## src/rtl/enemy_director_if.sv

```systemverilog
// enemy_director_if
//   Bundles the room-controller signals exchanged between enemy_director and
//   the room/enemy side (frame timing, room select, per-slot enemy status and
//   the director's outputs).
//   Ports (signals):
//     frame_clk     vertical-sync frame clock (asynchronous to Clk)
//     room          room index, sampled on room_load
//     room_load     one-Clk pulse requesting a new room
//     enemy_active  per-slot active flags from the Enemy instances
//     hit           per-slot one-Clk sword-hit strobes
//     initialize    broadcast initialize to all Enemy instances
//     room_q        latched room index
//     dir           per-slot walk direction, slot i at [3i+2:3i]
//     damage        held per-slot damage requests
//     alive_count   population count of enemy_active
//     room_clear    high when the current room has no live enemies
//   Modports: slave = enemy_director side, master = room/enemy side.
interface enemy_director_if #(
   parameter int NUM_ENEMIES = 5
);
   logic                       frame_clk;
   logic [2:0]                 room;
   logic                       room_load;
   logic [NUM_ENEMIES-1:0]     enemy_active;
   logic [NUM_ENEMIES-1:0]     hit;
   logic                       initialize;
   logic [2:0]                 room_q;
   logic [3*NUM_ENEMIES-1:0]   dir;
   logic [NUM_ENEMIES-1:0]     damage;
   logic [2:0]                 alive_count;
   logic                       room_clear;

   modport master (
      output frame_clk, room, room_load, enemy_active, hit,
      input  initialize, room_q, dir, damage, alive_count, room_clear
   );

   modport slave (
      input  frame_clk, room, room_load, enemy_active, hit,
      output initialize, room_q, dir, damage, alive_count, room_clear
   );
endinterface

```

## src/rtl/enemy_director.sv

```systemverilog
// enemy_director
//   Room-level controller for the Enemy instances. On a room load it holds
//   initialize for INIT_FRAMES frame edges, then hands each live enemy a
//   pseudo-random walk direction (re-rolled every DIR_HOLD_FRAMES frame edges)
//   and turns one-cycle hit strobes into damage requests held until the next
//   frame edge. Reports live-enemy count and a room-cleared flag.
//   Ports:
//     Clk    system clock
//     Reset  synchronous, active-high reset
//     bus    enemy_director_if.slave (frame_clk, room, room_load,
//            enemy_active, hit in; initialize, room_q, dir, damage,
//            alive_count, room_clear out)
module enemy_director #(
   parameter int          NUM_ENEMIES     = 5,
   parameter int          DIR_HOLD_FRAMES = 32,
   parameter int          INIT_FRAMES     = 2,
   parameter logic [15:0] LFSR_SEED       = 16'hACE1
) (
   input logic              Clk,
   input logic              Reset,
   enemy_director_if.slave  bus
);

   typedef enum logic [1:0] {IDLE, LOAD, RUN, CLEAR} state_t;

   state_t                     state;
   logic                       frame_clk_d;
   logic                       fe;
   logic [2:0]                 init_cnt;
   logic [7:0]                 hold_cnt;
   logic [15:0]                lfsr;
   logic [15:0]                lfsr_next;
   logic [3*NUM_ENEMIES-1:0]   dir_raw;
   logic [3*NUM_ENEMIES-1:0]   dir_out;
   logic [NUM_ENEMIES-1:0]     damage_r;
   logic [2:0]                 room_q_r;
   logic                       initialize_r;
   logic                       room_clear_r;
   logic [2:0]                 alive;

   assign fe = bus.frame_clk & ~frame_clk_d;

   // Fibonacci LFSR, taps 16,14,13,11; shifts left with feedback into bit 0.
   assign lfsr_next = {lfsr[14:0], lfsr[15] ^ lfsr[13] ^ lfsr[12] ^ lfsr[10]};

   always_comb begin
      alive = '0;
      for (int i = 0; i < NUM_ENEMIES; i++)
         alive = alive + 3'(bus.enemy_active[i]);
   end

   // Rolled directions are only shown while running, outside the safe room,
   // and only for slots whose enemy is still alive.
   always_comb begin
      dir_out = '0;
      if (state == RUN && room_q_r != 3'd0) begin
         for (int i = 0; i < NUM_ENEMIES; i++)
            if (bus.enemy_active[i])
               dir_out[3*i +: 3] = dir_raw[3*i +: 3];
      end
   end

   always_ff @(posedge Clk) begin
      if (Reset) begin
         state        <= IDLE;
         frame_clk_d  <= 1'b0;
         room_q_r     <= '0;
         initialize_r <= 1'b0;
         dir_raw      <= '0;
         damage_r     <= '0;
         room_clear_r <= 1'b0;
         init_cnt     <= '0;
         hold_cnt     <= '0;
         lfsr         <= LFSR_SEED;
      end else begin
         frame_clk_d <= bus.frame_clk;
         // A room load overrides whatever the FSM would do with a same-cycle fe.
         if (bus.room_load) begin
            room_q_r     <= bus.room;
            state        <= LOAD;
            init_cnt     <= '0;
            damage_r     <= '0;
            dir_raw      <= '0;
            initialize_r <= 1'b1;
            room_clear_r <= 1'b0;
         end else begin
            case (state)
               IDLE: ;
               LOAD: begin
                  if (fe) begin
                     init_cnt <= init_cnt + 3'd1;
                     if (init_cnt + 3'd1 == 3'(INIT_FRAMES)) begin
                        state        <= RUN;
                        initialize_r <= 1'b0;
                        // Zero hold forces a roll on the first RUN frame edge.
                        hold_cnt     <= '0;
                     end
                  end
               end
               RUN: begin
                  // A hit in the same cycle as fe wins over the fe clear.
                  damage_r <= (damage_r & ~{NUM_ENEMIES{fe}})
                              | (bus.hit & bus.enemy_active);
                  if (fe) begin
                     lfsr <= lfsr_next;
                     if (hold_cnt == 8'd0) begin
                        for (int i = 0; i < NUM_ENEMIES; i++)
                           dir_raw[3*i +: 3] <= {1'b0, lfsr[2*i +: 2]} + 3'd1;
                        hold_cnt <= 8'(DIR_HOLD_FRAMES - 1);
                     end else begin
                        hold_cnt <= hold_cnt - 8'd1;
                     end
                     if (bus.enemy_active == '0) begin
                        state        <= CLEAR;
                        room_clear_r <= 1'b1;
                        damage_r     <= '0;
                     end
                  end
               end
               CLEAR: ;
               default: state <= IDLE;
            endcase
         end
      end
   end

   assign bus.initialize  = initialize_r;
   assign bus.room_q      = room_q_r;
   assign bus.dir         = dir_out;
   assign bus.damage      = damage_r;
   assign bus.alive_count = alive;
   assign bus.room_clear  = room_clear_r;

endmodule

```

## src/flat_wrapper.sv

```systemverilog
// flat-port wrapper written by rule: the top's interface ports become plain ports
module enemy_director_flat 
#(
   parameter int          NUM_ENEMIES     = 5,
   parameter int          DIR_HOLD_FRAMES = 32,
   parameter int          INIT_FRAMES     = 2,
   parameter logic [15:0] LFSR_SEED       = 16'hACE1
)
  (Clk, Reset, bus_frame_clk, bus_room, bus_room_load, bus_enemy_active, bus_hit, bus_initialize, bus_room_q, bus_dir, bus_damage, bus_alive_count, bus_room_clear);
  enemy_director_if #(.NUM_ENEMIES(NUM_ENEMIES)) bus_i ();
  input logic Clk;
  input logic Reset;
  input wire logic [$bits(bus_i.frame_clk)-1:0] bus_frame_clk;
  input wire logic [$bits(bus_i.room)-1:0] bus_room;
  input wire logic [$bits(bus_i.room_load)-1:0] bus_room_load;
  input wire logic [$bits(bus_i.enemy_active)-1:0] bus_enemy_active;
  input wire logic [$bits(bus_i.hit)-1:0] bus_hit;
  output wire logic [$bits(bus_i.initialize)-1:0] bus_initialize;
  output wire logic [$bits(bus_i.room_q)-1:0] bus_room_q;
  output wire logic [$bits(bus_i.dir)-1:0] bus_dir;
  output wire logic [$bits(bus_i.damage)-1:0] bus_damage;
  output wire logic [$bits(bus_i.alive_count)-1:0] bus_alive_count;
  output wire logic [$bits(bus_i.room_clear)-1:0] bus_room_clear;
  assign bus_i.frame_clk = bus_frame_clk;
  assign bus_i.room = bus_room;
  assign bus_i.room_load = bus_room_load;
  assign bus_i.enemy_active = bus_enemy_active;
  assign bus_i.hit = bus_hit;
  assign bus_initialize = bus_i.initialize;
  assign bus_room_q = bus_i.room_q;
  assign bus_dir = bus_i.dir;
  assign bus_damage = bus_i.damage;
  assign bus_alive_count = bus_i.alive_count;
  assign bus_room_clear = bus_i.room_clear;
  enemy_director #(.NUM_ENEMIES(NUM_ENEMIES), .DIR_HOLD_FRAMES(DIR_HOLD_FRAMES), .INIT_FRAMES(INIT_FRAMES), .LFSR_SEED(LFSR_SEED)) u_core (.Clk(Clk), .Reset(Reset), .bus(bus_i));
endmodule
```

## config.mk

```make
export PLATFORM = sky130hd
export DESIGN_NAME = enemy_director_flat
export DESIGN_NICKNAME = d
export VERILOG_FILES = /design/src/rtl/enemy_director_if.sv /design/src/rtl/enemy_director.sv /design/src/flat_wrapper.sv
export SDC_FILE = /design/constraint.sdc
export NUM_CORES = 1
export LEC_CHECK = 0
export ABC_CLOCK_PERIOD_IN_PS = 2900
export CORE_UTILIZATION = 52
export DETAILED_ROUTE_END_ITERATION = 10
export HOLD_SLACK_MARGIN = 0.1
export PLACE_DENSITY = 0.87
export SLEW_MARGIN = 20
export SYNTH_ARGS = -nofsm -noshare
export SYNTH_HDL_FRONTEND = slang
export SYNTH_SLANG_ARGS = --single-unit
```

## constraint.sdc

```tcl
create_clock -name Clk -period 2.9 [get_ports Clk]
set_input_delay 0.58 -clock Clk [delete_from_list [all_inputs] [get_ports Clk]]
set_output_delay 0.58 -clock Clk [all_outputs]
set_load 0.02 [all_outputs]
```

Word level (Yosys, flattened, before mapping)

Cells that the tools add are included.

Bits in registers: 55
Input bits: 17
Output and inout port bits: 28
Logic and storage cells: 84

$add $sub $neg: 11
Equal/unequal tests: 11
Muxes and demuxes: 23
Bitwise logic cells: 10
Reductions and logical operators: 18

Operator list:

| kind                | count |
|---|---|
| $mux 8              | 4 |
| $pmux 8 s2          | 1 |
| $add 2x1->3 const B | 5 |
| $mux 15             | 1 |
| $mux 3              | 5 |
| $reduce_and 5->1    | 3 |
| $reduce_and 3->1    | 4 |
| $and 5x5->5         | 2 |
| $mux 5              | 2 |
| $add 3x1->3         | 3 |
| $ne 3x2->1 const B  | 3 |
| $logic_not 8->1     | 1 |
| $mux 2              | 4 |
| $reduce_bool 2->1   | 4 |
| $sub 8x1->8 const B | 1 |
| $ne 2x1->1 const B  | 3 |
| $reduce_bool 3->1   | 2 |
| $logic_not 5->1     | 1 |
| $mux 1              | 5 |
| $not 5->5           | 1 |
| $or 5x5->5          | 1 |
| $pmux 2 s2          | 1 |
| $add 3x1->3 const B | 1 |
| $eq 3x2->1 const B  | 1 |
| 11 further kinds    | 14 |

Longest topological paths before layout

Depth after elaboration: 7
Mapped depth: 8
Gate-level depth less buffers: 7

Least setup slack after synthesis

No wires, ideal clock.

Path kind: input port to output port
Start: input port bus_enemy_active[0]
End: output port bus_alive_count[1]
Data arrival time: 2,166 ps
Required time: 2,320 ps
Path slack: 154 ps
Stages on the path: 7
Buffers on the path: 0
Cell sequence: inv_1 > ha_1 > inv_1 > fa_1 > inv_1 > ha_1 > fa_1

Cells in the longest elaborated chain, start to end: 4

Ends and longest elaborated chain:

| element                  | line                 | source |
|---|---|---|
| from (decl)              | flat_wrapper.sv:16   | `input wire logic [$bits(bus_i.enemy_active)-1:0] bus_enemy_active;` |
| $add 1x1->2              | enemy_director.sv:49 | `alive = alive + 3'(bus.enemy_active[i]);` |
| $add 3x1->3 (3 in a row) | enemy_director.sv:49 |  |
| to (decl)                | flat_wrapper.sv:22   | `output wire logic [$bits(bus_i.alive_count)-1:0] bus_alive_count;` |

No other way between the ends.

Final worst setup path

Start: input port bus_enemy_active[1]
End: output port bus_alive_count[1]

Same word-level chain as after synthesis.

==> qor.txt <==
final setup vio count: 0
Worst Setup SP: bus_enemy_active[1]
Final Cell Area: 0.003238 mm²
CP required: 2.32 ns
Yosys cell types: 45
cell count after synthesis: 304
CTS tree: built
first-pass GRT wire length: 8873 µm
EDFF count, synth: 0
initial antenna violation count: 0
register area share after synthesis: 0.4209
Residual DRC: 0
Area Overhead vs Synth: 23.77%
Worst VDD drop: 0.2596 mV
MaxCap Viol Count: 0
Clock Path Buffers: 2
vias in the first global route: 1,970
starting density of the core: 0.5467
final critical-path required period: 2.829 ns
fin cells: 417
Final HPWL DP: 3938 µm
clock sink total: 55
crit start category: input port
HP Class: reg -> reg
Site Rows: 25
port bufs: 44
Fillers: 368
hold buffers post-CTS: 0
Mapped Nets: 336
Post-Route WL: 5426 µm
area post-placement: 0.003123 mm²
Synth Area per Inst: 8.606 µm²
pwr dens: 424.6 mW/mm²
async set-reset flop share out of synthesis: 0
H-tree Lvls: 2
Setup crit end kind: output pin
Worst R2R Path Depth: 8
Final Cycle Share: 0.9755
Post-synth top flop: dfxtp_1
Fmax achieved: 353.5 MHz
Die Wd: 72.93 µm
Syn Std Cell Area: 0.002616 mm²
Worst-path clk slew: 0.10 ns
GRT Overall Usage: 0.2180
Multi-input gate area: 0.001385 mm²
core region area: 0.004786 mm²
Routed Antenna Nets: 0
reg2reg setup slack: 0.97 ns
RSZ-0062 raised after global routing: no
I/O Pins: 45
worst-margin pin slew: 0.4774 ns
Rel. slew slack: 0.6809
metal3 WL: 293 µm
CTS root buf: clkbuf_8
outcome: completed
critical path peak fanout: 2
Post-layout nets: 381
post-route core utilization: 0.6766
share of cells above drive strength 1: 0.1200
Die Footprint: 0.005319 mm²
Clock Skew: 0.006650 ns
Final Wtd Congestion: 0.7607
Hold Vio Cnt, Final: 0
via/cell ratio: 5.295
Placed Cells: 408
wire length on met1: 2421 µm
Register Area: 0.001101 mm²
cts bufs inserted: 5
Hold Worst Slack: 0.4556 ns
Avg WL per Cell: 13.01 µm
largest net degree at the start of global routing: 35
global route total overflow: 0
metal2 WL: 2645 µm
initial drt markers: 122
Vert. Die Dim: 72.93 µm
Arr. time, crit path: 2.25 ns
capture point of the worst reg-to-reg path: u_core.hold_cnt[7]$_SDFFE_PP0P_
crit path capture: bus_alive_count[1]
worst-skew pair later-pin latency: 0.30 ns
Crit Path Category: in -> out
yosys warns: 0
Seq cells post-synth: 55
DR pass1 iterations: 4
Pins Over Slew Limit: 0
top layer in use: met4
via count: 2,208
antenna diode count: 0
reg-to-reg startpoint: u_core.state[0]$_SDFFE_PP0P_
Pleak: 1.239 nW
[worst max-delay path, cell delays in order]
cell and delay, ns:
buf_8 0.08, inv_4 0.03, ha_4 0.24, inv_2 0.03
fa_1 0.47, inv_1 0.04, ha_2 0.17, fa_1 0.49
buf_6 0.12
[through the flow]
step	setup TNS [ns]	worst slack, ns	total power [mW]
2_1_floorplan	0	0.1543	0.9040
3_3_place_gp	-1.964	-0.8407	0.9699
3_5_place_dp	-2.077	-0.8786	0.9775
4_1_cts	-0.01854	-0.01854	1.388
5_1_grt	0	0.007481	1.434
6_report	0	0.07113	1.375
[layer usage]
| layer | vias to the layer above | GRT usage |
|---|---|---|
| li1 | 1124 | - |
| met3 | 5 | 0.05939 |
| met2 | 51 | 0.3759 |
| met5 | - | 0 |
| met1 | 1028 | 0.2600 |
| met4 | 0 | 0.07843 |
[timing repair]
item,in CTS,in global routing
pin swaps,3,2
gates resized for setup,33,0
endpoints found under the setup margin,3,1
setup buffers,1,0
[where the power goes]
part           internal [mW]  total, mW  switching, mW  leakage [nW]
registers              0.766      0.775        0.00868         0.445
clock network          0.169      0.411          0.242        0.0412
logic                 0.0866      0.188          0.102         0.753
[final cells by class]
cell class,count,area share
clock inverters,2,0.003864
well taps,67,0.02589
repair buffers,55,0.1623
flip-flops and latches,55,0.3400
multi-input cells,218,0.4277
clock buffers,6,0.02241
inverters,14,0.01777
[flip-flops by register name (all words and copies together) (netlist names)]
name and count:
u_core.dir_raw 15, u_core.bus.damage 5, u_core.hold_cnt 8, u_core.bus.room_clear 1, u_core.state 2, u_core.init_cnt 3, u_core.bus.initialize 1, u_core.lfsr 16
u_core.bus.room_q 3, u_core.frame_clk_d 1
[worst min path at each step]
| stage | endpoint | cells past startpoint | start |
|---|---|---|---|
| 4_1_cts | u_core.dir_raw[10]$_SDFFE_PP0P_ | 2 | u_core.dir_raw[10]$_SDFFE_PP0P_ |
| 3_5_place_dp | u_core.dir_raw[10]$_SDFFE_PP0P_ | 2 | u_core.dir_raw[10]$_SDFFE_PP0P_ |
| 5_1_grt | u_core.dir_raw[2]$_SDFFE_PP0P_ | 2 | u_core.dir_raw[2]$_SDFFE_PP0P_ |
| 3_3_place_gp | u_core.dir_raw[11]$_SDFFE_PP0P_ | 2 | u_core.dir_raw[11]$_SDFFE_PP0P_ |
| 2_1_floorplan | u_core.dir_raw[0]$_SDFFE_PP0P_ | 2 | u_core.dir_raw[0]$_SDFFE_PP0P_ |
| 6_report | u_core.dir_raw[10]$_SDFFE_PP0P_ | 2 | u_core.dir_raw[10]$_SDFFE_PP0P_ |
[cells by family (layout without fill, tap and decap cells)]
group	count (synthesis)	in the layout	share of synthesized area
and+or+nand+nor	138	138	0.2731
AOI/OAI and AO/OA	56	56	0.1387
muxes	3	3	0.01148
xor gates and xnor gates	6	6	0.02296
buffers and inverters	31	77	0.05547
adders and majority gates	15	15	0.07748
DFF	55	55	0.4209
[cell usage in the layout, fill, tap and decap left out, types with 4 or more instances in the layout]
cell type and instances:
xnor2_1 4, a32oi_1 5, nor2_1 23, clkbuf_8 5, clkdlybuf4s50_1 37, a21oi_1 27
buf_4 11, a211oi_1 6, nand3_1 4, nand2b_1 6, inv_1 10, o21ai_0 5
nand2_1 60, and3_1 15, dfxtp_1 55, ha_1 11, nand3b_1 10
[Yosys cell counts (all sizes together) (3+ instances only)]
cell / number / share of area
xnor2: 5 / 0.020
nor2: 24 / 0.037
o21ai: 5 / 0.0096
nand2: 61 / 0.088
inv: 14 / 0.020
buf: 8 / 0.022
clkbuf: 9 / 0.013
a211oi: 7 / 0.022
nand3: 4 / 0.0077
a32oi: 5 / 0.017
nor4: 3 / 0.013
ha: 13 / 0.062
or2: 3 / 0.0072
nand3b: 10 / 0.029
nand2b: 6 / 0.014
or3: 3 / 0.0072
a21oi: 27 / 0.052
a31oi: 3 / 0.0072
dfxtp: 55 / 0.42
mux2i: 3 / 0.011
nand4b: 3 / 0.010
and3: 15 / 0.036
Note: power is estimated with default switching activity, not from simulation.
==> patch 1, RTL diff (same flow settings) <==
`NUM_ENEMIES` is set to 5 in 3 places; all go to 4.
--- a/src/rtl/enemy_director_if.sv
+++ b/src/rtl/enemy_director_if.sv
@@ -16,7 +16,7 @@
 //     room_clear    high when the current room has no live enemies
 //   Modports: slave = enemy_director side, master = room/enemy side.
 interface enemy_director_if #(
-   parameter int NUM_ENEMIES = 5
+   parameter int NUM_ENEMIES = 4
 );
    logic                       frame_clk;
    logic [2:0]                 room;
--- a/src/rtl/enemy_director.sv
+++ b/src/rtl/enemy_director.sv
@@ -11,7 +11,7 @@
 //            enemy_active, hit in; initialize, room_q, dir, damage,
 //            alive_count, room_clear out)
 module enemy_director #(
-   parameter int          NUM_ENEMIES     = 5,
+   parameter int          NUM_ENEMIES     = 4,
    parameter int          DIR_HOLD_FRAMES = 32,
    parameter int          INIT_FRAMES     = 2,
    parameter logic [15:0] LFSR_SEED       = 16'hACE1
--- a/src/flat_wrapper.sv
+++ b/src/flat_wrapper.sv
@@ -1,7 +1,7 @@
 // flat-port wrapper written by rule: the top's interface ports become plain ports
 module enemy_director_flat 
 #(
-   parameter int          NUM_ENEMIES     = 5,
+   parameter int          NUM_ENEMIES     = 4,
    parameter int          DIR_HOLD_FRAMES = 32,
    parameter int          INIT_FRAMES     = 2,
    parameter logic [15:0] LFSR_SEED       = 16'hACE1
Ports: changed (resized bus_damage, bus_dir, bus_enemy_active and bus_hit); port bits go from 45 to 39. No check against the original RTL was run, so the function may have changed too.
==> patch 1 against the original RTL <==
  * Routed wire length up 2.0%
  * First-iteration DRC count up 43%
  * Area after synthesis down 8.3%
  * Largest power group unchanged
  * Worst setup slack better by 0.013 ns
  * Power down 1.3%
  * Global-route usage up 1.5 points
  * Sequential cell count down 4
  * Design area down 8.7%
  * Largest cell class unchanged
==> patch 1: results (changes against the original RTL) <==
stage;metric;value;unit;change
power;power.share.clock;37.4;%;was 29.9%
setup_path;crit_end;bus_alive_count[0];;was bus_alive_count[1]
routing;routed_wl;5540;µm;was 5430 µm
power;leakage;0.00122;µW;was 0.00124 µW
worst_hold_path;hold_path_end;u_core.bus.room_clear;;was u_core.dir_raw[10]
run_status;outcome;complete, no violations;;unchanged
setup_path;r2r_start;u_core.hold_cnt[0];;was u_core.state[0]
power;power;1360;µW;was 1370 µW
setup_path;worst_r2r_path_depth;6;;was 8
layout;final_layout_size_suffix_gt1_share;7.81;%;was 12.0%
power;ir_drop;0.392;mV;was 0.260 mV
synthesis;ys_seq_area_share;42.6;%;was 42.1%
placement;dpl_cell_area;2860;µm²;was 3120 µm²
placement;placed_cells;364;;was 408
synthesis;synthTopCellsByArea;dfxtp_1, ha_1, nand2_1;;was dfxtp_1, nand2_1, ha_1
placement;place.gp.congestion;0.885;;was 0.761
placement;port_buffers;38;;was 44
timing;fin_skew;0.0113;ns;was 0.00665 ns
layout;num-nets-final;347;;was 381
timing;holdWs;0.458;ns;was 0.456 ns
clock_network;cts_setup_buffers;0;;was 1
worst_hold_path;hold_start;u_core.bus.room_clear;;was u_core.dir_raw[10]
placement;dp_worst_setup_slack;-0.354;ns;was -0.879 ns
grt;grt_pass1_vias;2004;;was 1970
routing;drt_iter0_drc;175;;was 122
patch 1: logic make-up after synthesis:
family / share of synthesized area [%]
fa+ha+maj: 7.09
xor+xnor: 2.19
flops: 42.6
simple gates: 24.9
compound gates: 13.1
mux: 4.59
buf+inv: 5.53
patch 1: critical path, stage by stage:
cell             delay, ns
clkdlybuf4s50_1       0.49
inv_1                 0.06
ha_1                  0.30
fa_1                  0.48
dlygate4sd2_1         0.33
patch 1: area by class of cell:
class,instances,share of cell area [%]
clock buffer,6,2.45
multi-input combinational,197,42.1
sequential,51,34.5
tap,52,2.20
inverter,13,1.65
clock inverter,2,1.31
timing repair buffer,51,15.8
patch 1: layer usage:
metal | routed length, µm | GRT usage (%)
met4 | 85 | 7.33
met5 | 0 | 0
met1 | 2410 | 29.3
met3 | 233 | 4.04
met2 | 2810 | 40.5
patch 1: repair_timing:
item / 4_1_cts / 5_1_grt
gates resized for setup: 6 / 2
setup endpoints to repair: 3 / 1
cloned: 0 / 0
==> patch 2, RTL diff (config.mk and constraints unchanged) <==
Without the edit above. Encoding of `state_t`: now one-hot (4 bits for 4 states).
--- a/src/rtl/enemy_director.sv
+++ b/src/rtl/enemy_director.sv
@@ -21,7 +21,7 @@
    enemy_director_if.slave  bus
 );
 
-   typedef enum logic [1:0] {IDLE, LOAD, RUN, CLEAR} state_t;
+   typedef enum logic [3:0] {IDLE = 4'b0001, LOAD = 4'b0010, RUN = 4'b0100, CLEAR = 4'b1000} state_t;
 
    state_t                     state;
    logic                       frame_clk_d;
Formal check against the unedited RTL: no difference found for any inputs over 10 cycles, from zero or initial values and one cycle with Reset high; not proved beyond that.
==> patch 2 against the original RTL <==
  * Via count is 8.3% higher
  * Critical endpoint unchanged
  * Design area is 6.0% higher
  * Worst hold slack worse by 0.0068 ns
  * Routed wire length is 12% higher
  * Area after synthesis is 0.14% higher
  * Non-clock buffer count is 8 higher
  * Register-to-register slack worse by 0.11 ns
  * First-iteration DRC count is 23% higher
  * Power is 24% higher
  * Count of clock-buffer cells in the layout is 8 higher
  * The flow now finishes with violations (negative setup slack)
  * Critical path depth is 2 higher
  * Worst setup slack worse by 0.12 ns
  * Sequential cell count is 2 higher
==> patch 2: results (changes against the original RTL) <==
stage;metric;value;unit;change
run_status;outcome;finished with violations;;was complete, no violations
run_status;violations;negative setup slack;;
grt;track_usage;24.8;%;was 21.8%
layout;n_fill_cell;356;;was 368
timing;setup_tns;-0.0460;ns;was 0 ns
grt;grt_max_degree;32;;was 35
setup_path;worst_r2r_path_depth;5;;was 8
routing;drt_iter0_drc;150;;was 122
timing;slew_headroom;61.9;%;was 68.1%
timing;fin_skew;0.00805;ns;was 0.00665 ns
layout;final_layout_size_suffix_gt1_share;13.7;%;was 12.0%
layout;num-nets-final;397;;was 381
timing;worst_slack;-0.0460;ns;was 0.0711 ns
setup_path;crit_start;bus_enemy_active[0];;was bus_enemy_active[1]
clock_network;clkTransAtPathRegs;0.06;ns;was 0.10 ns
setup_path;r2r_end;u_core.hold_cnt[6];;was u_core.hold_cnt[7]
synthesis;syn_nets;340;;was 336
clock_network;cts_made_buffers;9;;was 5
placement;place.gp.congestion;0.865;;was 0.761
routing;vias_per_cell;5.45;;was 5.29
routing;wl_per_cell;13.8;µm;was 13.0 µm
power;ir_drop;0.393;mV;was 0.260 mV
grt;grt_pass1_vias;2179;;was 1970
timing;setup_viol;1;;was 0
placement;dp_worst_setup_slack;-0.929;ns;was -0.879 ns
synthesis;ys_seq_area_share;43.6;%;was 42.1%
placement;hpwlAfterDp;4000;µm;was 3940 µm
worst_hold_path;hold_path_end;u_core.dir_raw[8];;was u_core.dir_raw[10]
worst_hold_path;hold_start;u_core.dir_raw[8];;was u_core.dir_raw[10]
grt;grtUsageMet3;6.91;%;was 5.94%
clock_network;clock_latency;0.34;ns;was 0.30 ns
grt;grt_pass1_wl;9910;µm;was 8870 µm
setup_path;r2r_start;u_core.hold_cnt[0];;was u_core.state[0]
clock_network;htree_levels;3;;was 2
synthesis;synth_commonest_cells;dfxtp_1, nand2_1, a21oi_1;;was nand2_1, dfxtp_1, a21oi_1
-- patch 2: layer usage --
metal | part of all wire [%] | vias up
met1 | 43 | 1100
met2 | 49 | 77
met5 | 0 | -
li1 | - | 1196
met3 | 6.1 | 18
met4 | 2.3 | 0
-- patch 2: area by class of cell --
class | count | area [µm²] | share of cell area [%]
multi-input combinational | 220 | 1370 | 39.8
timing repair buffer | 63 | 569 | 16.6
clock buffer | 14 | 173 | 5.03
clock inverter | 2 | 35.0 | 1.02
tap | 67 | 83.8 | 2.44
inverter | 16 | 65.1 | 1.90
sequential | 57 | 1140 | 33.2
-- patch 2: kinds of logic (layout without fill, tap and decap cells) --
kind of cell	after synthesis	count (layout)	share of synthesized area [%]
fa+ha+maj	13	13	6.78
simple gates	139	139	26.5
compound gates	58	58	14.8
xor+xnor	7	7	2.34
mux	3	3	1.15
flops	57	57	43.6
buf+inv	33	95	4.92
-- patch 2: worst max-delay path by stage --
stage | end
after floorplan | bus_alive_count[1]
after global placement | bus_alive_count[1]
after detailed placement | bus_alive_count[1]
after CTS | bus_alive_count[1]
after global routing | bus_alive_count[1]
final | bus_alive_count[1]
-- patch 2: repair_timing --
action | 4_1_cts | 5_1_grt
cloned | 0 | 0
resized for setup | 48 | 2
setup endpoints to repair | 18 | 2
buffers inserted | 0 | 1
pin swaps | 3 | 3
-- patch 2: stage by stage --
step	hold slack, ns	total power (µW)	std cells	instance area (µm²)	utilization [%]
floorplan	0.432	873	310	2620	-
global placement	0.439	942	422	3210	67.1
detailed placement	0.443	946	422	3210	67.1
CTS	0.451	1710	438	3420	71.4
global route	0.475	1760	439	3430	71.7
finish	0.449	1700	439	3430	71.7
-- patch 2: report_power, final --
group          internal [µW]  switching [µW]  total, µW
combinational           69.2            72.9        142
clock                    466             301        767
sequential               789            5.21        794
